File: config.mk
export PLATFORM = sky130hd
export DESIGN_NAME = vga_fb_arbiter
export DESIGN_NICKNAME = d
export VERILOG_FILES = /design/src/rtl/vga_fb_arbiter.sv
export SDC_FILE = /design/constraint.sdc
export NUM_CORES = 1
export LEC_CHECK = 0
export ABC_AREA = 1
export BUFFER_PORTS_ARGS = -buffer_cell sky130_fd_sc_hd__buf_2
export CAP_MARGIN = 10
export CORE_ASPECT_RATIO = 2
export CORE_MARGIN = 2
export CORE_UTILIZATION = 45
export DETAILED_ROUTE_END_ITERATION = 7
export HOLD_SLACK_MARGIN = 0.05
export PLACE_DENSITY = 0.84
export SETUP_SLACK_MARGIN = 0.5
export SYNTH_ARGS = -nofsm -noshare
export SYNTH_HDL_FRONTEND = slang
export SYNTH_SLANG_ARGS = --single-unit
File: constraint.sdc
create_clock -name pxclk -period 3.6 [get_ports pxclk]
set_input_delay 0.18 -clock pxclk [delete_from_list [all_inputs] [get_ports pxclk]]
set_output_delay 0.18 -clock pxclk [all_outputs]
set_load 0.05 [all_outputs]
File: src/rtl/vga_fb_arbiter.sv
// Framebuffer RAM arbiter: VGA scan-out fetches take priority and the CPU gets the leftover cycles.
// Fetched words are unpacked into pixels, with the syncs delayed so they stay aligned with pixel data.
module vga_fb_arbiter #(
    parameter int PIXEL_WIDTH  = 640,
    parameter int PIXEL_HEIGHT = 480,
    parameter int PIXEL_BITS   = 8,
    parameter int PX_PER_WORD  = 4,
    localparam int WORD_W      = PIXEL_BITS * PX_PER_WORD,
    localparam int WPL         = PIXEL_WIDTH / PX_PER_WORD,
    localparam int FB_WORDS    = WPL * PIXEL_HEIGHT,
    localparam int FB_ADDR_W   = $clog2(FB_WORDS),
    localparam int XW          = $clog2(PIXEL_WIDTH),
    localparam int YW          = $clog2(PIXEL_HEIGHT)
) (
    input  logic                  pxclk,
    input  logic                  rst_n,
    input  logic [XW-1:0]         xaddr,
    input  logic [YW-1:0]         yaddr,
    input  logic                  addr_valid,
    input  logic                  hsync_in,
    input  logic                  vsync_in,
    output logic                  fb_en,
    output logic                  fb_we,
    output logic [FB_ADDR_W-1:0]  fb_addr,
    output logic [WORD_W-1:0]     fb_wdata,
    input  logic [WORD_W-1:0]     fb_rdata,
    input  logic                  cpu_req,
    input  logic                  cpu_we,
    input  logic [FB_ADDR_W-1:0]  cpu_addr,
    input  logic [WORD_W-1:0]     cpu_wdata,
    output logic                  cpu_ready,
    output logic                  cpu_rvalid,
    output logic [WORD_W-1:0]     cpu_rdata,
    output logic [PIXEL_BITS-1:0] pixel,
    output logic                  pixel_valid,
    output logic                  hsync,
    output logic                  vsync
);
    localparam int OFF_W = $clog2(PX_PER_WORD);

    typedef enum logic {IDLE, RD_WAIT} state_t;
    state_t state, state_nxt;

    logic [OFF_W-1:0]     xoff;
    logic                 vga_slot;
    logic [FB_ADDR_W-1:0] vga_addr;
    logic                 cpu_in_range;
    logic                 rd_in_range_q;

    assign xoff         = xaddr[OFF_W-1:0];
    assign vga_slot     = addr_valid && (xoff == '0);
    assign vga_addr     = FB_ADDR_W'(yaddr) * FB_ADDR_W'(WPL) + FB_ADDR_W'(xaddr >> OFF_W);
    assign cpu_in_range = cpu_addr < FB_ADDR_W'(FB_WORDS);

    always_ff @(posedge pxclk or negedge rst_n) begin
        if (!rst_n) state <= IDLE;
        else        state <= state_nxt;
    end

    always_comb begin
        state_nxt = state;
        case (state)
            IDLE:    if (cpu_ready && !cpu_we) state_nxt = RD_WAIT;
            RD_WAIT: state_nxt = IDLE;
            default: state_nxt = IDLE;
        endcase
    end

    // VGA slot wins the RAM port outright; the CPU only gets it from IDLE.
    always_comb begin
        cpu_ready = 1'b0;
        fb_en     = 1'b0;
        fb_we     = 1'b0;
        fb_addr   = '0;
        fb_wdata  = '0;
        if (vga_slot) begin
            fb_en   = 1'b1;
            fb_addr = vga_addr;
        end else if (state == IDLE && cpu_req) begin
            cpu_ready = 1'b1;
            if (cpu_in_range) begin
                fb_en    = 1'b1;
                fb_we    = cpu_we;
                fb_addr  = cpu_addr;
                fb_wdata = cpu_wdata;
            end
        end
    end

    always_ff @(posedge pxclk or negedge rst_n) begin
        if (!rst_n) begin
            rd_in_range_q <= 1'b0;
            cpu_rvalid    <= 1'b0;
            cpu_rdata     <= '0;
        end else begin
            if (cpu_ready && !cpu_we) rd_in_range_q <= cpu_in_range;
            cpu_rvalid <= (state == RD_WAIT);
            if (state == RD_WAIT) cpu_rdata <= rd_in_range_q ? fb_rdata : '0;
        end
    end

    logic [OFF_W-1:0]  xoff_d1;
    logic              vga_slot_d1, addr_valid_d1, hsync_d1, vsync_d1;
    logic [WORD_W-1:0] word_buf, sel_word;

    // The first pixel of a word comes straight off the RAM; the rest come from word_buf.
    assign sel_word = (xoff_d1 == '0) ? fb_rdata : word_buf;

    always_ff @(posedge pxclk or negedge rst_n) begin
        if (!rst_n) begin
            xoff_d1       <= '0;
            vga_slot_d1   <= 1'b0;
            addr_valid_d1 <= 1'b0;
            hsync_d1      <= 1'b0;
            vsync_d1      <= 1'b0;
            word_buf      <= '0;
            pixel         <= '0;
            pixel_valid   <= 1'b0;
            hsync         <= 1'b0;
            vsync         <= 1'b0;
        end else begin
            xoff_d1       <= xoff;
            vga_slot_d1   <= vga_slot;
            addr_valid_d1 <= addr_valid;
            hsync_d1      <= hsync_in;
            vsync_d1      <= vsync_in;
            if (vga_slot_d1) word_buf <= fb_rdata;
            pixel         <= addr_valid_d1 ? sel_word[xoff_d1*PIXEL_BITS +: PIXEL_BITS] : '0;
            pixel_valid   <= addr_valid_d1;
            hsync         <= hsync_d1;
            vsync         <= vsync_d1;
        end
    end
endmodule
==> key figures, run 1 <==
Synthesis
  • Library cells used by synthesis: 29
  • Synthesized net count: a little under 700
  • Synthesized instance count: about 550
  • Most common library cells after synthesis: sky130_fd_sc_hd__inv_1 (125), sky130_fd_sc_hd__nand2_1 (84), sky130_fd_sc_hd__dfrtp_1 (76)
  • Mean Syn Cell Area: around 7.7 um2
  • Synth top area cells: sky130_fd_sc_hd__dfrtp_1 (45%), sky130_fd_sc_hd__inv_1 (11%), sky130_fd_sc_hd__nand2_1 (7.5%), sky130_fd_sc_hd__o21ai_0 (6.7%), sky130_fd_sc_hd__ha_1 (5.1%)
  • Top-count cell post-synth: sky130_fd_sc_hd__inv_1
  • Share of the synthesized area in the top cell type: 0.452
  • Biggest area consumer among synthesized cells: sky130_fd_sc_hd__dfrtp_1
  • Post-Syn Area: 0.00420 mm2
  • Sequential fraction of the synthesis area: 0.452
  • Async set-or-reset flop fraction in the synthesized netlist: 1.00
  • Number of flops mapped to enable cells by yosys: 0
  • Number of synthesized register bits: 76
  • Main flop type after synthesis: sky130_fd_sc_hd__dfrtp_1
  • Synth warn: 0

Worst setup path
  • Worst R2R End: cpu_rdata[7]$_DFFE_PN0P_
  • Required @ worst endpoint: around 3.4 ns
  • Startpoint type of the worst setup path: input pin
  • Ordered cell list for the critical path: buf_2 -> ha_1 -> ha_1 -> fa_1 -> nand2_1 -> inv_1 -> nand2_1 -> nor2_4 -> nand3_2 -> nor2_2 -> nand2_1 -> nand2_1 -> nand2_1 -> nand2_1 -> buf_2
  • Number of buffer and inverter stages on the critical path: 3
  • Family of cells with the greatest summed delay on the critical path: adder cells
  • Start of the worst register-to-register path: state$_DFF_PN0_
  • Crit Path Max Fanout: 3
  • Delay of the slowest cell on the worst path: approximately 0.53 ns
  • Arrival @ worst endpoint: between 2 and 2.5 ns
  • Path type of the worst setup path: in2out
  • Element type at the critical path end: output port
  • Register-to-Register Path Depth: 3
  • Worst-case register-to-register setup slack: between 1.5 and 2 ns
  • Dominant cell type by count on the critical path: sky130_fd_sc_hd__nand2_1
  • Critical Path Slowest Stage Cell: sky130_fd_sc_hd__fa_1

Layout
  • Finished layout cell area: 0.00561 mm2
  • Number of nets in the layout: just under 900
  • Signed area change from the synthesized netlist to the final layout: 33.4%
  • Diodes inserted: 0
  • Share of post-route cells with drive strength above 1: 0.310
  • Post-layout utilization of the core: 0.622
  • Count of fill cells added during filler insertion: 744

Global route
  • Pin count of the biggest net entering global routing: 77
  • Global-route usage over all layers: 0.244
  • First-pass GRT wire length: 19600 um
  • M1 GR Usage: 0.259
  • Most used routing layer in global routing: met2
  • Aggregate global routing overflow: 0
  • Global routing met3 resource utilization: 0.0479
  • Antenna violations before repair: 0
  • Met2 Resource Use GR: 0.439
  • Vias in the first global route: between 4000 and 5000

Power and ir drop
  • Max VDD drop: roughly 0.27 mV
  • Static Leakage: 3.30 nW
  • Power Dens Cells: between 500 and 600 mW/mm2

Detailed routing
  • Via density per instance: slightly below 5
  • Antenna-violating nets left: 0
  • Total Routed Length: ~12000 um
  • Initial drt markers: around 240
  • DRC Markers: 0
  • Vias after detailed routing: ~4200
  • First drt pass iteration count: 5
  • Wire length per cell: 13.9 um

Timing
  • Clock tree skew after final layout: roughly 0.0076 ns
  • Fin. max-slew vios: 0
  • Maximum achievable frequency: between 300 and 400 MHz
  • Post-route minimum period: 2.65 ns
  • Accumulated negative setup slack: 0 ns
  • Fraction of the cycle the final worst path needs: 0.735
  • Hold Violations, Final: 0
  • Hold Slack: between 0.07 and 0.08 ns
  • RSZ-0062 raised after global routing: no
  • Final setup violation count: 0
  • Worst slew margin relative to its limit: 0.372
  • Worst path setup slack after routing: between 0.9 and 1 ns
  • Slew of the pin with the lowest slew margin: about 0.94 ns

Min path
  • Hold Crit Endpoint: word_buf[28]$_DFFE_PN0P_
  • Cell depth of the worst hold path: 3
  • Startpoint of the worst hold path: fb_rdata[28]
  • Min-delay worst type: in2reg

Floorplan
  • I/O pins: about 200
  • Die boundary width: approximately 72 um
  • Die outline height: about 140 um
  • Initial cell density of the core: 0.466
  • Placeable Area: 0.00901 mm2
  • Die outline area: 0.0102 mm2
  • Cell row count: 49

Clock tree
  • Total clock sinks: 76
  • Maximum clock path buffer count: 2
  • Inserted Clock Buffers: 9
  • Clock latency at the later pin of the worst-skew pair: approximately 0.33 ns
  • Gates resized, CTS repair: 0
  • CTS tree: done
  • Count of H-tree levels built during CTS: 3
  • Clock tree root driver cell: sky130_fd_sc_hd__clkbuf_16
  • Clock transition at the registers of the reported paths: around 0.050 ns

Placed design
  • Final Wtd Congestion: around 0.81
  • Dpl cell area: 0.00525 mm2
  • HPWL Detailed: 9270 um
  • Post-place setup slack: 0.967 ns
  • Number of I/O port buffers: 202

Status
  • Status: completed

Job
  • Max cap viols: 0
registers in the layout (all words and copies together) (netlist names), 2 cells and up:
name,cells
cpu_rdata,32
pixel,8
word_buf,24
xoff_d1,2
worst max path at each step:
stage               depth (start not counted)           to     start  slack (ns)
floorplan                                   9  fb_addr[12]  yaddr[1]        0.74
global placement                           15  fb_addr[16]  yaddr[1]        0.99
detailed placement                         15  fb_addr[16]  yaddr[1]        0.97
CTS                                        15  fb_addr[16]  yaddr[1]        0.96
global route                               16  fb_addr[15]  yaddr[1]        0.75
finish                                     15  fb_addr[16]  yaddr[1]        0.95
layout by cell type (no fill, tap or decap), types with 5 or more instances in the layout:
| cell | synthesis | final |
|---|---|---|
| sky130_fd_sc_hd__a22o_1 | 7 | 7 |
| sky130_fd_sc_hd__a21oi_1 | 29 | 29 |
| sky130_fd_sc_hd__clkbuf_16 | 0 | 9 |
| sky130_fd_sc_hd__ha_1 | 17 | 17 |
| sky130_fd_sc_hd__o21a_1 | 8 | 8 |
| sky130_fd_sc_hd__nand2_1 | 84 | 84 |
| sky130_fd_sc_hd__nor2_2 | 5 | 5 |
| sky130_fd_sc_hd__o22ai_1 | 17 | 17 |
| sky130_fd_sc_hd__buf_2 | 5 | 201 |
| sky130_fd_sc_hd__o21ai_0 | 56 | 56 |
| sky130_fd_sc_hd__inv_1 | 125 | 125 |
| sky130_fd_sc_hd__nand3_1 | 29 | 29 |
| sky130_fd_sc_hd__nor2_1 | 53 | 53 |
| sky130_fd_sc_hd__dlygate4sd3_1 | 0 | 7 |
| sky130_fd_sc_hd__dfrtp_1 | 76 | 76 |
power by group:
group	internal, mW	leakage, nW	switching, mW
sequential	0.987	0.945	0.0751
combinational	0.261	2.21	0.743
clock	0.550	0.138	0.328
total	1.80	3.30	1.15
final cells by class:
cell class | instances | area (um2) | area share
repair buffers | 211 | 1100 | 0.196
inverters | 128 | 480 | 0.0857
clock buffers | 11 | 243 | 0.0433
multi-input cells | 321 | 1710 | 0.304
well taps | 102 | 128 | 0.0228
flip-flops and latches | 76 | 1900 | 0.339
clock inverters | 4 | 50.0 | 0.00892
what timing repair did:
| item | 4_1_cts | 5_1_grt |
|---|---|---|
| hold buffers | 7 | 0 |
| setup buffers | 0 | 0 |
| endpoints found under the hold margin | 82 | 0 |
worst reg2reg max path, cell delays in order (launching register included):
cell	delay [ns]
sky130_fd_sc_hd__dfrtp_1	0.36
sky130_fd_sc_hd__buf_4	0.40
sky130_fd_sc_hd__nand2_1	0.55
sky130_fd_sc_hd__o22ai_1	0.33
layer usage:
metal | part of all wire | vias to the layer above
met1 | 0.36 | 1886
li1 | - | 2107
met5 | 0 | -
met4 | 0.035 | 0
met2 | 0.55 | 172
met3 | 0.048 | 32
through the flow:
stage | std cells | total power [mW]
5_1_grt | 853 | 3.10
2_1_floorplan | 549 | 1.79
4_1_cts | 853 | 2.97
3_3_place_gp | 831 | 2.05
3_5_place_dp | 831 | 2.08
6_report | 853 | 2.95
logic make-up after synthesis:
family / synth area share
flip-flops: 0.452
adder cells (fa/ha/maj): 0.0601
XOR/XNOR: 0.00208
AND/OR/NAND/NOR: 0.185
multiplexers: 0.00268
AO/OA/AOI/OAI: 0.157
buffers and inverters: 0.141
(Power assumes the default switching activity.)
==> inputs of run 2 (changes only) <==
Settings changed: ABC_AREA 1 to 0, CORE_UTILIZATION 45 to 42, PLACE_DENSITY 0.84 to 0.83.
Clock period 3.6 ns to 2.14 ns, I/O delays scaled along.
==> run 2 against run 1 <==
The run now ends with negative setup slack left. Worst setup slack lost 1.4 ns. Final area grew 32%. Combinational power grew 150%. Critical path depth shrank 3. Sequential power grew 72%. Power grew 98%. Clock-buffer cell count is the same. Final cell count shrank 4.5%. Non-clock buffer count grew 92. Clock skew shrank 0.0015 ns. Highest routed layer unchanged.
==> key figures, run 2 <==
Timing
  • Worst path setup slack after routing: -0.431 ns
  • Hold Slack: between 0.06 and 0.07 ns
  • Worst slew margin relative to its limit: 0.362
  • Post-route minimum period: about 2.6 ns
  • RSZ-0062 raised after global routing: yes
  • Slew of the pin with the lowest slew margin: roughly 0.96 ns
  • Fin. max-slew vios: 0
  • Clock tree skew after final layout: 0.00609 ns
  • Maximum achievable frequency: about 390 MHz
  • Fraction of the cycle the final worst path needs: 1.20
  • Hold Violations, Final: 0
  • Final setup violation count: 7

Detailed routing
  • DRC Markers: 0
  • Total Routed Length: 17000 um
  • First drt pass iteration count: 5
  • Via density per instance: around 5.4
  • Antenna-violating nets left: 0
  • Wire length per cell: around 21 um
  • Vias after detailed routing: 4390
  • Initial drt markers: approximately 250

Synthesis
  • Biggest area consumer among synthesized cells: sky130_fd_sc_hd__dfrtp_1
  • Synthesized net count: 513
  • Synthesized instance count: about 390
  • Most common library cells after synthesis: sky130_fd_sc_hd__dfrtp_1 (76), sky130_fd_sc_hd__and2_1 (43), sky130_fd_sc_hd__inv_1 (41), sky130_fd_sc_hd__o21ai_0 (41), sky130_fd_sc_hd__nand3_1 (32)
  • Library cells used by synthesis: 50
  • Synth top area cells: sky130_fd_sc_hd__dfrtp_1 (46%), sky130_fd_sc_hd__mux2_2 (6.6%), sky130_fd_sc_hd__and2_1 (6.6%), sky130_fd_sc_hd__ha_1 (5.2%), sky130_fd_sc_hd__o21ai_0 (5.0%)
  • Main flop type after synthesis: sky130_fd_sc_hd__dfrtp_1
  • Post-Syn Area: between 0.004 and 0.005 mm2
  • Mean Syn Cell Area: 10.6 um2
  • Sequential fraction of the synthesis area: 0.464
  • Top-count cell post-synth: sky130_fd_sc_hd__dfrtp_1
  • Share of the synthesized area in the top cell type: 0.464
  • Number of synthesized register bits: 76
  • Number of flops mapped to enable cells by yosys: 0
  • Async set-or-reset flop fraction in the synthesized netlist: 1.00
  • Synth warn: 0

Global route
  • Aggregate global routing overflow: 0
  • Antenna violations before repair: 0
  • Vias in the first global route: 4700
  • Global-route usage over all layers: 0.318
  • Pin count of the biggest net entering global routing: 77
  • First-pass GRT wire length: between 20000 and 25000 um

Placed design
  • Final Wtd Congestion: 0.839
  • Number of I/O port buffers: slightly above 200
  • HPWL Detailed: 9900 um
  • Post-place setup slack: -0.571 ns

Layout
  • Signed area change from the synthesized netlist to the final layout: 80.8%
  • Largest register by flop count: cpu_rdata
  • Largest registers: cpu_rdata (32), word_buf (24), pixel (8)
  • Number of nets in the layout: around 800
  • Post-layout utilization of the core: 0.769
  • Diodes inserted: 0
  • Leading cell types in the layout, fill and taps excluded: sky130_fd_sc_hd__buf_2 (147), sky130_fd_sc_hd__dfrtp_1 (74), sky130_fd_sc_hd__buf_4 (52)
  • Flip-flop count of the largest register, all copies and words added: 32
  • Most common cell after layout, fill and taps aside: sky130_fd_sc_hd__buf_2
  • Share of post-route cells with drive strength above 1: 0.594

Worst setup path
  • Number of buffer and inverter stages on the critical path: 3
  • Startpoint type of the worst setup path: input pin
  • Family of cells with the greatest summed delay on the critical path: compound AO/OA/AOI/OAI gates
  • Delay of the slowest cell on the worst path: about 0.4 ns
  • Arrival @ worst endpoint: ~2.5 ns
  • Path type of the worst setup path: in2out
  • Required @ worst endpoint: between 2 and 2.5 ns
  • Element type at the critical path end: output port
  • Crit Path Max Fanout: 3
  • Critical Path Slowest Stage Cell: sky130_fd_sc_hd__fa_2
  • Ordered cell list for the critical path: buf_8 -> ha_4 -> ha_4 -> fa_2 -> a211oi_4 -> buf_6 -> nor2_4 -> o31ai_4 -> o2111ai_2 -> xnor2_2 -> a32o_2 -> buf_6

Power and ir drop
  • PnR Total Power: slightly below 6 mW
  • Power Dens Cells: between 700 and 800 mW/mm2
  • Max VDD drop: between 0.5 and 0.6 mV
  • Static Leakage: 3.60 nW

Floorplan
  • I/O pins: about 200
  • Placeable Area: around 0.0096 mm2
  • Initial cell density of the core: 0.425
  • Die outline height: around 140 um
  • Die outline area: 0.0106 mm2
  • Die boundary width: 73.9 um
  • Cell row count: just over 50

Clock tree
  • Inserted Clock Buffers: 9
  • Total clock sinks: 76
  • CTS tree: done
  • Clock latency at the later pin of the worst-skew pair: ~0.33 ns
  • Maximum clock path buffer count: 2
  • Count of H-tree levels built during CTS: 3
  • Clock transition at the registers of the reported paths: about 0.050 ns
  • Clock tree root driver cell: sky130_fd_sc_hd__clkbuf_16

Min path
  • Min-delay worst type: in2reg

Status
  • Status: finished, violations left
  • Violated checks: negative setup slack

Job
  • Max cap viols: 0
[run 2: cell count changes in the layout (fill, tap and decap cells not counted), sizes merged, moves of 5 or more]
cell         delta
mux4            +8
dlygate4sd3    +28
o21a            -5
xnor2           +7
buf            +64
inv            -86
and2           +43
mux2           +23
o22ai          -17
nand2          -77
a21oi          -27
o21ai          -14
nor2           -48
[run 2: final cells by class]
type | instances | area [um2]
fillers | 527 | 2230
clock buffers | 11 | 253
clock inverters | 5 | 58.8
flip-flops and latches | 76 | 1900
inverters | 41 | 156
well taps | 132 | 165
repair buffers | 303 | 2500
multi-input cells | 247 | 2370
[run 2: power breakdown]
group | internal [mW] | total (mW) | switching [mW]
clock | 0.968 | 1.56 | 0.591
sequential | 1.68 | 1.82 | 0.144
combinational | 0.962 | 2.46 | 1.50
[run 2: worst paths after layout]
| kind | cells past startpoint | start | slack, ns | end |
|---|---|---|---|---|
| setup / recovery | 12 | yaddr[1] | -0.43 | fb_addr[15] |
| hold / removal | 2 | fb_rdata[20] | 0.07 | word_buf[20]$_DFFE_PN0P_ |
| setup reg to reg | 2 | xoff_d1[0]$_DFF_PN0_ | 0.72 | pixel[6]$_DFF_PN0_ |
| hold reg to reg | 0 | hsync_d1$_DFF_PN0_ | 0.36 | hsync$_DFF_PN0_ |
| max in group asynchronous | 2 | rst_n | 0.94 | xoff_d1[0]$_DFF_PN0_ |
| min in group asynchronous | 2 | rst_n | 0.49 | cpu_rdata[30]$_DFFE_PN0P_ |
[run 2: timing repair]
item,CTS,global route
pin swaps,44,12
endpoints found under the hold margin,124,0
hold buffers,35,0
gates cloned,6,0
resized for setup,215,16
endpoints found under the setup margin,50,54
setup buffers,8,4
[run 2: per-layer routing]
metal	vias up	global-route usage	share of wire	wire [um]
li1	1912	-	-	-
met1	2157	0.314	0.33	5520
met2	244	0.576	0.56	9510
met3	77	0.0575	0.049	838
met4	0	0.212	0.064	1090
met5	-	0	0	0
[run 2: stage by stage]
step	instance area, um2	std cells	setup TNS (ns)
6_report	7410	815	-1.93
5_1_grt	7410	815	-2.34
4_1_cts	7330	811	-1.55
3_5_place_dp	5730	746	-2.45
3_3_place_gp	5730	746	-2.29
2_1_floorplan	4290	387	-0.506
[run 2: kinds of logic (layout without fill, tap and decap cells)]
family                     Yosys count  in the layout  synth area share
buffers and inverters               64            360            0.0611
xor gates and xnor gates            10             10            0.0232
adders and majority gates           19             19            0.0617
AOI/OAI and AO/OA                   77             77             0.127
and+or+nand+nor                    109            109             0.153
DFF                                 76             76             0.464
muxes                               32             32             0.110
==> inputs of run 3 (changes only) <==
Settings changed: CTS_BUF_LIST set to sky130_fd_sc_hd__clkbuf_16, CTS_CLUSTER_DIAMETER set to 50.
==> run 3 against run 2 <==
The flow still finishes with violations (negative setup slack). Global-route usage is 0.69 points lower. Routed wire length is 1.5% lower. Clock-buffer cell count is 2 lower. Register-to-register slack worse by 0.16 ns. Sequential power hardly changed. Sequential share of layout area is 0.083 points higher. Utilization is 0.30 points lower. Non-clock buffer count stayed put. Clock power is 5% lower. Critical path type unchanged. Critical endpoint unchanged.
==> key figures, run 3 (synthesis results as in run 2) <==
Status
  • Status: finished, violations left
  • Violated checks: negative setup slack

Layout
  • Number of nets in the layout: about 800
  • Finished layout cell area: 0.00738 mm2
  • Number of standard cells in the final layout excluding fillers: 815
  • Post-layout utilization of the core: 0.766
  • Share of post-route cells with drive strength above 1: 0.590
  • Leading cell types in the layout, fill and taps excluded: sky130_fd_sc_hd__buf_2 (148), sky130_fd_sc_hd__dfrtp_1 (75), sky130_fd_sc_hd__buf_4 (51)
  • Signed area change from the synthesized netlist to the final layout: 80.1%
  • Diodes inserted: 0
  • Largest registers: cpu_rdata (32), word_buf (24), pixel (8)
  • Most common cell after layout, fill and taps aside: sky130_fd_sc_hd__buf_2
  • Flip-flop count of the largest register, all copies and words added: 32
  • Largest register by flop count: cpu_rdata

Detailed routing
  • Antenna-violating nets left: 0
  • Initial drt markers: 246
  • Wire length per cell: roughly 20 um
  • Vias after detailed routing: 4418
  • First drt pass iteration count: 5
  • Total Routed Length: ~17000 um
  • DRC Markers: 0
  • Via density per instance: 5.42

Min path
  • Startpoint of the worst hold path: fb_rdata[3]
  • Min-delay worst type: in2reg
  • Hold Crit Endpoint: cpu_rdata[3]$_DFFE_PN0P_
  • Cell depth of the worst hold path: 3

Floorplan
  • Cell row count: 51
  • Initial cell density of the core: 0.425
  • Die boundary width: about 74 um
  • I/O pins: 203
  • Die outline height: ~140 um
  • Die outline area: 0.0106 mm2
  • Placeable Area: about 0.0096 mm2

Timing
  • Slew of the pin with the lowest slew margin: approximately 0.95 ns
  • Maximum achievable frequency: between 300 and 400 MHz
  • Clock tree skew after final layout: around 0.0064 ns
  • Hold Violations, Final: 0
  • RSZ-0062 raised after global routing: yes
  • Worst path setup slack after routing: -0.431 ns
  • Hold Slack: around 0.049 ns
  • Fraction of the cycle the final worst path needs: 1.20
  • Post-route minimum period: 2.57 ns
  • Worst slew margin relative to its limit: 0.364
  • Fin. max-slew vios: 0
  • Accumulated negative setup slack: -1.94 ns
  • Final setup violation count: 7

Worst setup path
  • Ordered cell list for the critical path: buf_8 -> ha_4 -> ha_4 -> fa_2 -> a211oi_4 -> buf_6 -> nor2_4 -> o31ai_4 -> o2111ai_2 -> xnor2_2 -> a32o_2 -> buf_6
  • Arrival @ worst endpoint: between 2 and 2.5 ns
  • Element type at the critical path end: output port
  • Startpoint type of the worst setup path: input pin
  • Worst-case register-to-register setup slack: ~0.56 ns
  • Start of the worst register-to-register path: xoff_d1[0]$_DFF_PN0_
  • Crit Path Max Fanout: 3
  • Critical Path Slowest Stage Cell: sky130_fd_sc_hd__fa_2
  • Worst R2R End: pixel[0]$_DFF_PN0_
  • Family of cells with the greatest summed delay on the critical path: compound AO/OA/AOI/OAI gates
  • Startpoint of the most critical setup path: yaddr[1]
  • Register-to-Register Path Depth: 2
  • Path type of the worst setup path: in2out
  • Delay of the slowest cell on the worst path: approximately 0.39 ns
  • Number of buffer and inverter stages on the critical path: 3
  • Required @ worst endpoint: between 2 and 2.5 ns

Placed design
  • Dpl cell area: approximately 0.0057 mm2
  • Number of cells after detailed placement: 746
  • Number of I/O port buffers: between 200 and 250
  • HPWL Detailed: slightly below 10000 um
  • Post-place setup slack: -0.571 ns
  • Final Wtd Congestion: ~0.84

Clock tree
  • CTS tree: done
  • Clock transition at the registers of the reported paths: approximately 0.060 ns
  • Count of H-tree levels built during CTS: 3
  • Clock tree root driver cell: sky130_fd_sc_hd__clkbuf_16
  • Maximum clock path buffer count: 2
  • Total clock sinks: 76
  • Clock latency at the later pin of the worst-skew pair: 0.33 ns
  • Inserted Clock Buffers: 9

Power and ir drop
  • PnR Total Power: 5.75 mW
  • Power Dens Cells: 779 mW/mm2
  • Max VDD drop: about 0.51 mV
  • Static Leakage: ~3.6 nW

Global route
  • Pin count of the biggest net entering global routing: 77
  • Aggregate global routing overflow: 0
  • Antenna violations before repair: 0
  • Global-route usage over all layers: 0.311
  • Vias in the first global route: 4752
  • First-pass GRT wire length: about 25000 um

Job
  • Max cap viols: 0
## run 3: cell types whose count changed in the layout (fill, tap and decap cells not counted), sizes merged
cell    change
clkinv      +2
clkbuf      -2
## run 3: worst reg2reg max path: cells and delay by family (launching register included)
kind          cells  cell delay (ns)
flops             1             0.69
simple gates      1             0.18
mux               1             0.59
## run 3: worst max-delay path by stage
stage	end	slack (ns)	depth (start not counted)
floorplan	fb_addr[15]	-0.23	9
global placement	fb_addr[15]	-0.53	12
detailed placement	fb_addr[15]	-0.57	12
CTS	fb_addr[15]	-0.40	12
global route	fb_addr[15]	-0.48	12
finish	fb_addr[15]	-0.43	12
## run 3: cell type report
type / count / area, um2
Multi-Input combinational cell: 247 / 2370
Clock buffer: 9 / 225
Sequential cell: 76 / 1900
Timing Repair Buffer: 303 / 2490
Fill cell: 532 / 2250
Tap cell: 132 / 165
Clock inverter: 7 / 66.3
Inverter: 41 / 156
## run 3: where the power goes
| group | leakage, nW | switching (mW) | internal [mW] |
|---|---|---|---|
| clock | 0.137 | 0.583 | 0.896 |
| combinational | 2.51 | 1.49 | 0.960 |
| sequential | 0.938 | 0.140 | 1.68 |
| total | 3.59 | 2.22 | 3.53 |
## run 3: routing by layer
layer	up-vias	GRT usage	share of wire
met4	0	0.197	0.059
met3	78	0.0575	0.052
met1	2179	0.309	0.33
met5	-	0	0
met2	250	0.566	0.56
li1	1911	-	-
## run 3: timing repair
item,4_1_cts,5_1_grt
gates cloned,6,0
hold buffers,35,0
resized for setup,215,12
endpoints found under the setup margin,50,51
hold endpoints to repair,125,0
setup buffers,8,4
pin swaps,44,12
